`config.mk`:
```
export PLATFORM = sky130hd
export DESIGN_NAME = axi_lite_cmd_master
export DESIGN_NICKNAME = d
export VERILOG_FILES = /design/src/rtl/axi_lite_cmd_master.sv
export SDC_FILE = /design/constraint.sdc
export NUM_CORES = 1
export LEC_CHECK = 0
export ABC_AREA = 1
export CORE_MARGIN = 5
export CORE_UTILIZATION = 43
export CTS_CLUSTER_DIAMETER = 150
export DETAILED_ROUTE_END_ITERATION = 8
export PLACE_DENSITY = 0.91
export SYNTH_ARGS = -nofsm -noshare
export SYNTH_HDL_FRONTEND = slang
export SYNTH_SLANG_ARGS = --single-unit
```
`constraint.sdc`:
```
create_clock -name clk -period 1.85 [get_ports clk]
set_clock_uncertainty 0.15 [all_clocks]
set_input_delay 0.37 -clock clk [delete_from_list [all_inputs] [get_ports clk]]
set_output_delay 0.37 -clock clk [all_outputs]
set_load 0.05 [all_outputs]
```
`src/rtl/axi_lite_cmd_master.sv`:
```
// axi_lite_cmd_master
//   Turns a valid/ready command stream (read or write) into AXI-Lite master
//   transactions, one outstanding at a time. It returns one response per command
//   and keeps saturating counts of completed writes, completed reads and error
//   responses.
//
// Ports
//   clk, rst                         clock, synchronous active-high reset
//   cmd_valid/cmd_ready              command handshake
//   cmd_write/addr/wdata/wstrb       command fields (wdata/wstrb ignored on reads)
//   rsp_valid/rsp_ready              response handshake
//   rsp_write/rdata/resp             response fields (rdata = 0 for writes)
//   m_aw_*, m_w_*, m_b_*             AXI-Lite write channels
//   m_ar_*, m_r_*                    AXI-Lite read channels
//   wr_cnt, rd_cnt, err_cnt          saturating statistics counters
module axi_lite_cmd_master #(
   parameter int ADDR_WIDTH = 32,
   parameter int DATA_WIDTH = 32,
   parameter int CNT_WIDTH  = 16,
   localparam int STRB_WIDTH = DATA_WIDTH / 8
) (
   input  logic                  clk,
   input  logic                  rst,
   input  logic                  cmd_valid,
   output logic                  cmd_ready,
   input  logic                  cmd_write,
   input  logic [ADDR_WIDTH-1:0] cmd_addr,
   input  logic [DATA_WIDTH-1:0] cmd_wdata,
   input  logic [STRB_WIDTH-1:0] cmd_wstrb,
   output logic                  rsp_valid,
   input  logic                  rsp_ready,
   output logic                  rsp_write,
   output logic [DATA_WIDTH-1:0] rsp_rdata,
   output logic [1:0]            rsp_resp,
   output logic [ADDR_WIDTH-1:0] m_aw_addr,
   output logic                  m_aw_valid,
   input  logic                  m_aw_ready,
   output logic [DATA_WIDTH-1:0] m_w_data,
   output logic [STRB_WIDTH-1:0] m_w_strb,
   output logic                  m_w_valid,
   input  logic                  m_w_ready,
   input  logic [1:0]            m_b_resp,
   input  logic                  m_b_valid,
   output logic                  m_b_ready,
   output logic [ADDR_WIDTH-1:0] m_ar_addr,
   output logic                  m_ar_valid,
   input  logic                  m_ar_ready,
   input  logic [DATA_WIDTH-1:0] m_r_data,
   input  logic [1:0]            m_r_resp,
   input  logic                  m_r_valid,
   output logic                  m_r_ready,
   output logic [CNT_WIDTH-1:0]  wr_cnt,
   output logic [CNT_WIDTH-1:0]  rd_cnt,
   output logic [CNT_WIDTH-1:0]  err_cnt
);

   typedef enum logic [2:0] {
      IDLE, WR_REQ, WR_RESP, RD_REQ, RD_RESP, RSP
   } state_t;

   state_t                state_q;
   logic [ADDR_WIDTH-1:0] addr_q;
   logic [DATA_WIDTH-1:0] wdata_q;
   logic [STRB_WIDTH-1:0] wstrb_q;
   logic                  aw_valid_q, w_valid_q, ar_valid_q;
   logic                  b_ready_q, r_ready_q;
   logic                  rsp_valid_q, rsp_write_q;
   logic [DATA_WIDTH-1:0] rsp_rdata_q;
   logic [1:0]            rsp_resp_q;
   logic [CNT_WIDTH-1:0]  wr_cnt_q, rd_cnt_q, err_cnt_q;

   // A channel counts as done once its valid has dropped, or when it is
   // handshaking this cycle; both done ends the request phase.
   logic aw_done_d, w_done_d;
   assign aw_done_d = !aw_valid_q || m_aw_ready;
   assign w_done_d  = !w_valid_q  || m_w_ready;

   function automatic logic [CNT_WIDTH-1:0] sat_inc(input logic [CNT_WIDTH-1:0] c);
      return (&c) ? c : c + 1'b1;
   endfunction

   always_ff @(posedge clk) begin
      if (rst) begin
         state_q     <= IDLE;
         addr_q      <= '0;
         wdata_q     <= '0;
         wstrb_q     <= '0;
         aw_valid_q  <= 1'b0;
         w_valid_q   <= 1'b0;
         ar_valid_q  <= 1'b0;
         b_ready_q   <= 1'b0;
         r_ready_q   <= 1'b0;
         rsp_valid_q <= 1'b0;
         rsp_write_q <= 1'b0;
         rsp_rdata_q <= '0;
         rsp_resp_q  <= '0;
         wr_cnt_q    <= '0;
         rd_cnt_q    <= '0;
         err_cnt_q   <= '0;
      end else begin
         case (state_q)
            IDLE: begin
               if (cmd_valid) begin
                  addr_q  <= cmd_addr;
                  wdata_q <= cmd_wdata;
                  wstrb_q <= cmd_wstrb;
                  if (cmd_write) begin
                     aw_valid_q <= 1'b1;
                     w_valid_q  <= 1'b1;
                     state_q    <= WR_REQ;
                  end else begin
                     ar_valid_q <= 1'b1;
                     state_q    <= RD_REQ;
                  end
               end
            end
            WR_REQ: begin
               if (aw_valid_q && m_aw_ready) aw_valid_q <= 1'b0;
               if (w_valid_q && m_w_ready)   w_valid_q  <= 1'b0;
               if (aw_done_d && w_done_d) begin
                  b_ready_q <= 1'b1;
                  state_q   <= WR_RESP;
               end
            end
            WR_RESP: begin
               if (m_b_valid) begin
                  b_ready_q   <= 1'b0;
                  rsp_write_q <= 1'b1;
                  rsp_rdata_q <= '0;
                  rsp_resp_q  <= m_b_resp;
                  rsp_valid_q <= 1'b1;
                  state_q     <= RSP;
               end
            end
            RD_REQ: begin
               if (m_ar_ready) begin
                  ar_valid_q <= 1'b0;
                  r_ready_q  <= 1'b1;
                  state_q    <= RD_RESP;
               end
            end
            RD_RESP: begin
               if (m_r_valid) begin
                  r_ready_q   <= 1'b0;
                  rsp_write_q <= 1'b0;
                  rsp_rdata_q <= m_r_data;
                  rsp_resp_q  <= m_r_resp;
                  rsp_valid_q <= 1'b1;
                  state_q     <= RSP;
               end
            end
            RSP: begin
               if (rsp_ready) begin
                  rsp_valid_q <= 1'b0;
                  state_q     <= IDLE;
                  if (rsp_write_q) wr_cnt_q <= sat_inc(wr_cnt_q);
                  else             rd_cnt_q <= sat_inc(rd_cnt_q);
                  if (rsp_resp_q != 2'b00) err_cnt_q <= sat_inc(err_cnt_q);
               end
            end
            default: state_q <= IDLE;
         endcase
      end
   end

   // Ready is decoded from the state register only, so it never follows cmd_valid.
   assign cmd_ready  = (state_q == IDLE) && !rst;
   assign rsp_valid  = rsp_valid_q;
   assign rsp_write  = rsp_write_q;
   assign rsp_rdata  = rsp_rdata_q;
   assign rsp_resp   = rsp_resp_q;
   assign m_aw_addr  = addr_q;
   assign m_aw_valid = aw_valid_q;
   assign m_w_data   = wdata_q;
   assign m_w_strb   = wstrb_q;
   assign m_w_valid  = w_valid_q;
   assign m_b_ready  = b_ready_q;
   assign m_ar_addr  = addr_q;
   assign m_ar_valid = ar_valid_q;
   assign m_r_ready  = r_ready_q;
   assign wr_cnt     = wr_cnt_q;
   assign rd_cnt     = rd_cnt_q;
   assign err_cnt    = err_cnt_q;

endmodule

```
==> results.py, run 1 <==
metrics = {
    "cts": {
        "clock_tree_from_tritoncts": "yes",
        "cts.root.buffer_cell": "clkbuf_16",
        "cts.path.max_buffers": 2,
        "worst_skew_pair.late_latency_ns": 0.42,
        "clk_pin_slew_worst_paths_ns": 0.06,
        "cts_htree_levels": 4,
        "clock_sinks": 160,
        "numCtsBuffers": 17,
    },
    "pwr": {
        "part_of_the_total_power_dissipated_in_combinational_logic": 0.469,
        "power.share.switching": 0.448,
        "total_switching_power_mw": 7.08,
        "clockPowerShare": 0.243,
        "power.total_mw": 15.8,
        "power.density_cell_area_nw_per_um2": 1430,
        "vdd.ir_drop.worst_v": 0.00129,
        "p_leak_nw": 4.91,
        "power_frac_seq": 0.288,
        "power.internal_mw": 8.74,
    },
    "layout": {
        "post_layout_nonfiller_instances": 1592,
        "post_route_cells_drive_above_1_share": 0.264,
        "final_design_area_no_fill_um2": 11100,
        "syn2layout_area_growth_pct": 49.9,
        "final_net_count": 1471,
    },
    "logic_synthesis": {
        "synth-edff-count": 0,
        "postSynthNetCount": 1170,
        "top_post_synthesis_cells_by_count": "nand2_1, nor2_1, dfxtp_1",
        "synthesis.yosys.warnings": 0,
        "synthMostInstantiatedCell": "nand2_1",
        "synth_sequential_area_ratio": 0.433,
        "syn-cell-area_um2": 7400,
        "synth.top_cells.by_area": "dfxtp_1, nand2_1, nor2_1",
        "synth.largest_area_cell": "dfxtp_1",
        "synth-async-reset-ratio": 0,
        "syn_inst": 1053,
        "postSynthRegisterBits": 160,
        "post_synth_num_cell_types": 32,
        "netlist.area_leader.share": 0.433,
        "synth_top_flop_cell": "dfxtp_1",
        "syn-mean-instance-area_um2": 7.02,
    },
    "floorplanning": {
        "chipHeight_um": 141,
        "floorplan.initialDensity": 0.432,
        "fp.dieArea_um2": 19900,
        "i_o_pin_total": 304,
        "placeableCoreArea_um2": 17100,
        "placementRows": 48,
        "fp.dieW_um": 141,
    },
    "sta": {
        "grt_setup_unrepaired": "true",
        "post-route-min-period_ns": 1.82,
        "clock.fmax_mhz": 550,
        "finalCritPeriodShare": 0.982,
        "maxSlewViolCount": 0,
        "max_slew.worst_pin.slew_ns": 0.336,
        "report.final.setup_viol": 0,
        "postLayoutSetupSlackWorst_ns": 0.0326,
        "hold_violations": 0,
        "timing.slew.headroom": 0.775,
    },
    "job": {
        "drv_cap": 0,
    },
    "global_route": {
        "grt_max_degree": 69,
        "via_count_of_the_first_global_routing_pass": 7407,
        "grt_pass1_wl_um": 36200,
        "grt_antenna_before_repair": 3,
        "grtUsageTotal": 0.225,
        "grt-ovfl-total": 0,
    },
    "placed_design": {
        "dp.cells": 1553,
        "routability_congestion": 0.855,
        "dp_hpwl_um": 17700,
        "place.port_buffers": 303,
        "post_dp_area_um2": 10300,
        "pre_cts_ws_ns": -0.139,
    },
    "detailed_routing": {
        "totalWireLength_um": 24200,
        "drt_iter0_drc": 499,
        "vias_per_cell": 4.94,
        "vias": 7863,
        "final_antenna_net_count": 0,
        "post_drt_wl_per_cell_um": 15.2,
        "drt-pass1-iter-count": 5,
        "number_of_remaining_drc_errors": 0,
    },
    "setup_path": {
        "worstSetupStartpointType": "flip-flop",
        "worstPathRequired_ns": 1.33,
        "worst-path-max-fanout": 3,
        "setup.worst_path.end_class": "output port",
        "worstPathArrival_ns": 1.30,
        "critPathKind": "flip-flop to output port",
    },
    "run_status": {
        "outcome": "complete, no violations",
    },
    "min_path": {
        "min-delay-path-class": "flip-flop to flip-flop",
    },
}
## worst max-delay path: stages (launching register included)
cell and delay [ns]:
dfxtp_4 0.36, inv_4 0.06, nand2_4 0.05, nor2_4 0.11, inv_4 0.06, nor2_4 0.09, buf_8 0.15
## sequential cells by signal, indices dropped and copies added, names as in the netlist, 2 cells and up
name	count
m_w_data	32
m_ar_addr	32
m_w_strb	4
wr_cnt	16
err_cnt	16
rsp_rdata	32
state_q	3
rd_cnt	16
rsp_resp	2
## kinds of logic (layout without fill, tap and decap cells)
logic type,Yosys count,in the layout,synth area share
compound gates,150,150,0.103
simple gates,577,578,0.332
other cells,0,1,0
flops,160,160,0.433
buf+inv,152,464,0.113
fa+ha+maj,3,3,0.00507
xor+xnor,11,11,0.0130
## repair_timing
action                     in CTS  in global routing
resized for setup              10                 11
setup endpoints to repair       1                 56
hold buffers                    0                  0
hold endpoints to repair        0                  0
buffers inserted                6                  1
cloned                          0                  1
pin swaps                       1                  3
## layout make-up
cell class	count	area, um^2
diodes	1	2.50
clock buffers	20	468
clock inverters	11	178
fillers	1378	6020
inverters	74	292
multi-input cells	742	3420
flip-flops and latches	160	3230
well taps	225	282
repair buffers	359	3220
## power by group through the flow
stage          Sequential, mW  Combinational (mW)  Clock, mW
2_1_floorplan            6.49                3.31          0
3_3_place_gp             4.60                7.01          0
3_5_place_dp             4.61                7.11          0
4_1_cts                  4.55                7.31       3.90
5_1_grt                  4.63                7.85       4.06
6_report                 4.56                7.43       3.84
## per-stage QoR
step,setup TNS [ns],hold slack [ns],util
detailed placement,-5.44,0.302,0.603
global route,-0.0462,0.327,0.648
floorplan,-0.000355,0.348,-
global placement,-3.89,0.299,0.603
CTS,0,0.312,0.644
finish,0,0.311,0.648
## routing by layer
layer / share of wire / track usage
met5: 0.00087 / 0
met4: 0.025 / 0.0903
met3: 0.087 / 0.0665
met2: 0.53 / 0.409
met1: 0.36 / 0.243
## placed cells by master (no fill, tap or decap), types with 2 or more instances in the layout
cell / netlist / routed
nand2_1: 248 / 246
nor2_4: 6 / 8
inv_4: 3 / 5
nand2_2: 8 / 9
buf_4: 35 / 225
nor3_1: 4 / 3
nand4_1: 11 / 11
clkbuf_16: 0 / 18
clkinv_1: 2 / 2
dfxtp_2: 0 / 14
dfxtp_4: 0 / 3
o21ai_0: 59 / 59
a21oi_1: 67 / 66
nand2_4: 1 / 2
ha_2: 0 / 2
inv_2: 6 / 5
clkinv_2: 1 / 2
clkdlybuf4s50_1: 0 / 112
clkinv_4: 0 / 5
nand3b_1: 4 / 4
nor2b_1: 2 / 2
nor2_2: 28 / 27
dfxtp_1: 160 / 143
a31oi_1: 2 / 2
xor2_1: 7 / 7
inv_1: 62 / 61
buf_12: 0 / 19
xnor2_1: 4 / 4
o21ai_1: 21 / 21
nor2_1: 213 / 212
bufinv_16: 0 / 4
nand3_1: 50 / 49
## path summary, 6_finish.rpt
| path | endpoint | start | slack (ns) | cells past startpoint |
|---|---|---|---|---|
| setup / recovery | cmd_ready | state_q[2] | 0.03 | 6 |
| hold / removal | m_b_ready | m_b_ready | 0.31 | 2 |
| setup reg to reg | rd_cnt[13] | rd_cnt[0] | 0.06 | 9 |
| hold reg to reg | m_b_ready | m_b_ready | 0.31 | 2 |
No activity file was read; power rests on OpenSTA's default activity.
==> run 2, diff against run 1 <==
--- a/config.mk
+++ b/config.mk
@@ -9,8 +9,9 @@
 export CORE_MARGIN = 5
 export CORE_UTILIZATION = 43
 export CTS_CLUSTER_DIAMETER = 150
+export CTS_CLUSTER_SIZE = 30
 export DETAILED_ROUTE_END_ITERATION = 8
-export PLACE_DENSITY = 0.91
+export PLACE_DENSITY = 0.78
 export SYNTH_ARGS = -nofsm -noshare
 export SYNTH_HDL_FRONTEND = slang
 export SYNTH_SLANG_ARGS = --single-unit
==> results.py, run 2 (synthesis gave the netlist of run 1 again) <==
metrics = {
    "cts": {
        "cts.path.max_buffers": 2,
        "numCtsBuffers": 17,
        "cts_htree_levels": 4,
        "clock_tree_from_tritoncts": "yes",
        "cts.root.buffer_cell": "clkbuf_16",
        "clk_pin_slew_worst_paths_ns": 0.06,
        "clock_sinks": 160,
        "worst_skew_pair.late_latency_ns": 0.42,
        "cts.hold.buffers_added": 0,
    },
    "setup_path": {
        "ff2ff_setup_slack_ns": 0.10,
        "worst_flop_to_flop_path_endpoint": "err_cnt[8]",
        "critPathKind": "flip-flop to output port",
        "worstRegToRegCells": 7,
        "worst-path-max-fanout": 2,
        "worstPathRequired_ns": 1.33,
        "worstPathArrival_ns": 1.27,
        "setup.worst_path.end_class": "output port",
        "worst_r2r_startpoint": "state_q[0]",
        "worstSetupStartpoint": "state_q[2]",
        "worstSetupStartpointType": "flip-flop",
    },
    "placed_design": {
        "dp_hpwl_um": 17200,
        "dp.cells": 1549,
        "place.port_buffers": 303,
        "pre_cts_ws_ns": -0.115,
        "post_dp_area_um2": 10400,
        "routability_congestion": 0.835,
    },
    "min_path": {
        "hold-path-endpoint": "m_r_ready",
        "worstHoldStart": "m_r_ready",
        "min-delay-path-class": "flip-flop to flip-flop",
        "worst_hold_path.num_cells": 2,
    },
    "layout": {
        "post_layout_nonfiller_instances": 1588,
        "antenna-diode-count": 0,
        "post_route_cells_drive_above_1_share": 0.260,
        "final_net_count": 1467,
        "most_common_library_cell_in_the_layout_ignoring_fill_and_taps": "nand2_1",
        "layout_common_cells": "nand2_1, buf_4, nor2_1, dfxtp_1, clkdlybuf4s50_1",
        "final_design_area_no_fill_um2": 11100,
        "number_of_fill_cells_in_the_layout": 1514,
        "syn2layout_area_growth_pct": 49.9,
    },
    "pwr": {
        "p_leak_nw": 4.86,
        "vdd.ir_drop.worst_v": 0.00128,
        "power.density_cell_area_nw_per_um2": 1390,
    },
    "sta": {
        "finalSetupTns_ns": 0,
        "postLayoutSetupSlackWorst_ns": 0.0559,
        "hold_violations": 0,
        "timing.slew.headroom": 0.760,
        "max_slew.worst_pin.slew_ns": 0.360,
        "clock.fmax_mhz": 557,
        "finalCritPeriodShare": 0.970,
        "maxSlewViolCount": 0,
        "report.final.setup_viol": 0,
        "grt_setup_unrepaired": "true",
        "post-route-min-period_ns": 1.79,
    },
    "floorplanning": {
        "floorplan.initialDensity": 0.432,
        "fp.dieW_um": 141,
        "chipHeight_um": 141,
        "placementRows": 48,
        "placeableCoreArea_um2": 17100,
        "i_o_pin_total": 304,
        "fp.dieArea_um2": 19900,
    },
    "global_route": {
        "grt_max_degree": 85,
        "grt_antenna_before_repair": 0,
        "grtUsageTotal": 0.225,
        "via_count_of_the_first_global_routing_pass": 7292,
        "grt-ovfl-total": 0,
        "grt_pass1_wl_um": 36700,
    },
    "run_status": {
        "outcome": "complete, no violations",
    },
    "detailed_routing": {
        "drt-pass1-iter-count": 7,
        "final_antenna_net_count": 0,
        "post_drt_wl_per_cell_um": 14.7,
        "vias": 7691,
        "totalWireLength_um": 23300,
        "vias_per_cell": 4.84,
        "number_of_remaining_drc_errors": 0,
        "drt_iter0_drc": 434,
    },
    "job": {
        "drv_cap": 0,
    },
}
[run 2: changes by cell type in the layout (fill, tap and decap cells not counted), moves of 2 or more]
cell	delta
clkinvlp_4	+4
nand2_2	-2
inv_8	+3
clkinv_4	-4
buf_12	+8
buf_4	-10
inv_6	+4
bufinv_16	-3
[run 2: cell type report]
class | count | area (um^2) | share of cell area
Clock buffer | 18 | 429 | 0.0387
Clock inverter | 14 | 146 | 0.0132
Inverter | 74 | 292 | 0.0263
Multi-Input combinational cell | 741 | 3400 | 0.307
Sequential cell | 160 | 3230 | 0.291
Tap cell | 225 | 282 | 0.0254
Timing Repair Buffer | 356 | 3310 | 0.298
[run 2: worst max path at each step]
stage / slack [ns] / endpoint / cells past startpoint
3_5_place_dp: -0.12 / err_cnt[0] / 6
3_3_place_gp: -0.07 / err_cnt[0] / 6
6_report: 0.06 / cmd_ready / 6
2_1_floorplan: -0.0004 / wr_cnt[1] / 8
5_1_grt: -0.01 / cmd_ready / 6
4_1_cts: 0.001 / cmd_ready / 6
[run 2: what timing repair did]
item / CTS / global route
cloned: 0 / 1
setup endpoints to repair: 1 / 40
buffers inserted: 5 / 1
gates resized for setup: 8 / 8
pin swaps: 2 / 4
[run 2: per-layer routing]
| metal | GRT usage | share of wire | vias to the layer above |
|---|---|---|---|
| li1 | - | - | 3884 |
| met1 | 0.262 | 0.40 | 3519 |
| met2 | 0.397 | 0.51 | 258 |
| met3 | 0.0682 | 0.079 | 30 |
| met4 | 0.0673 | 0.019 | 0 |
| met5 | 0 | 0 | - |
[run 2: worst max-delay path: stages (launching register included)]
cell,delay [ns]
dfxtp_4,0.35
inv_4,0.06
nand2_4,0.05
nor2_4,0.10
inv_4,0.05
nor2_4,0.09
buf_12,0.14
[run 2: power by group]
part           switching, mW  internal, mW  leakage (nW)
clock network           1.57          1.90         0.270
registers              0.456          4.09          1.31
logic                   5.07          2.29          3.28
total                   7.09          8.29          4.86
[run 2: through the flow]
step / hold slack (ns) / power (mW) / util
after detailed placement: 0.287 / 11.8 / 0.607
after CTS: 0.297 / 15.4 / 0.644
after global placement: 0.285 / 11.7 / 0.607
final: 0.294 / 15.4 / 0.648
after global routing: 0.324 / 16.1 / 0.648
after floorplan: 0.348 / 9.80 / -
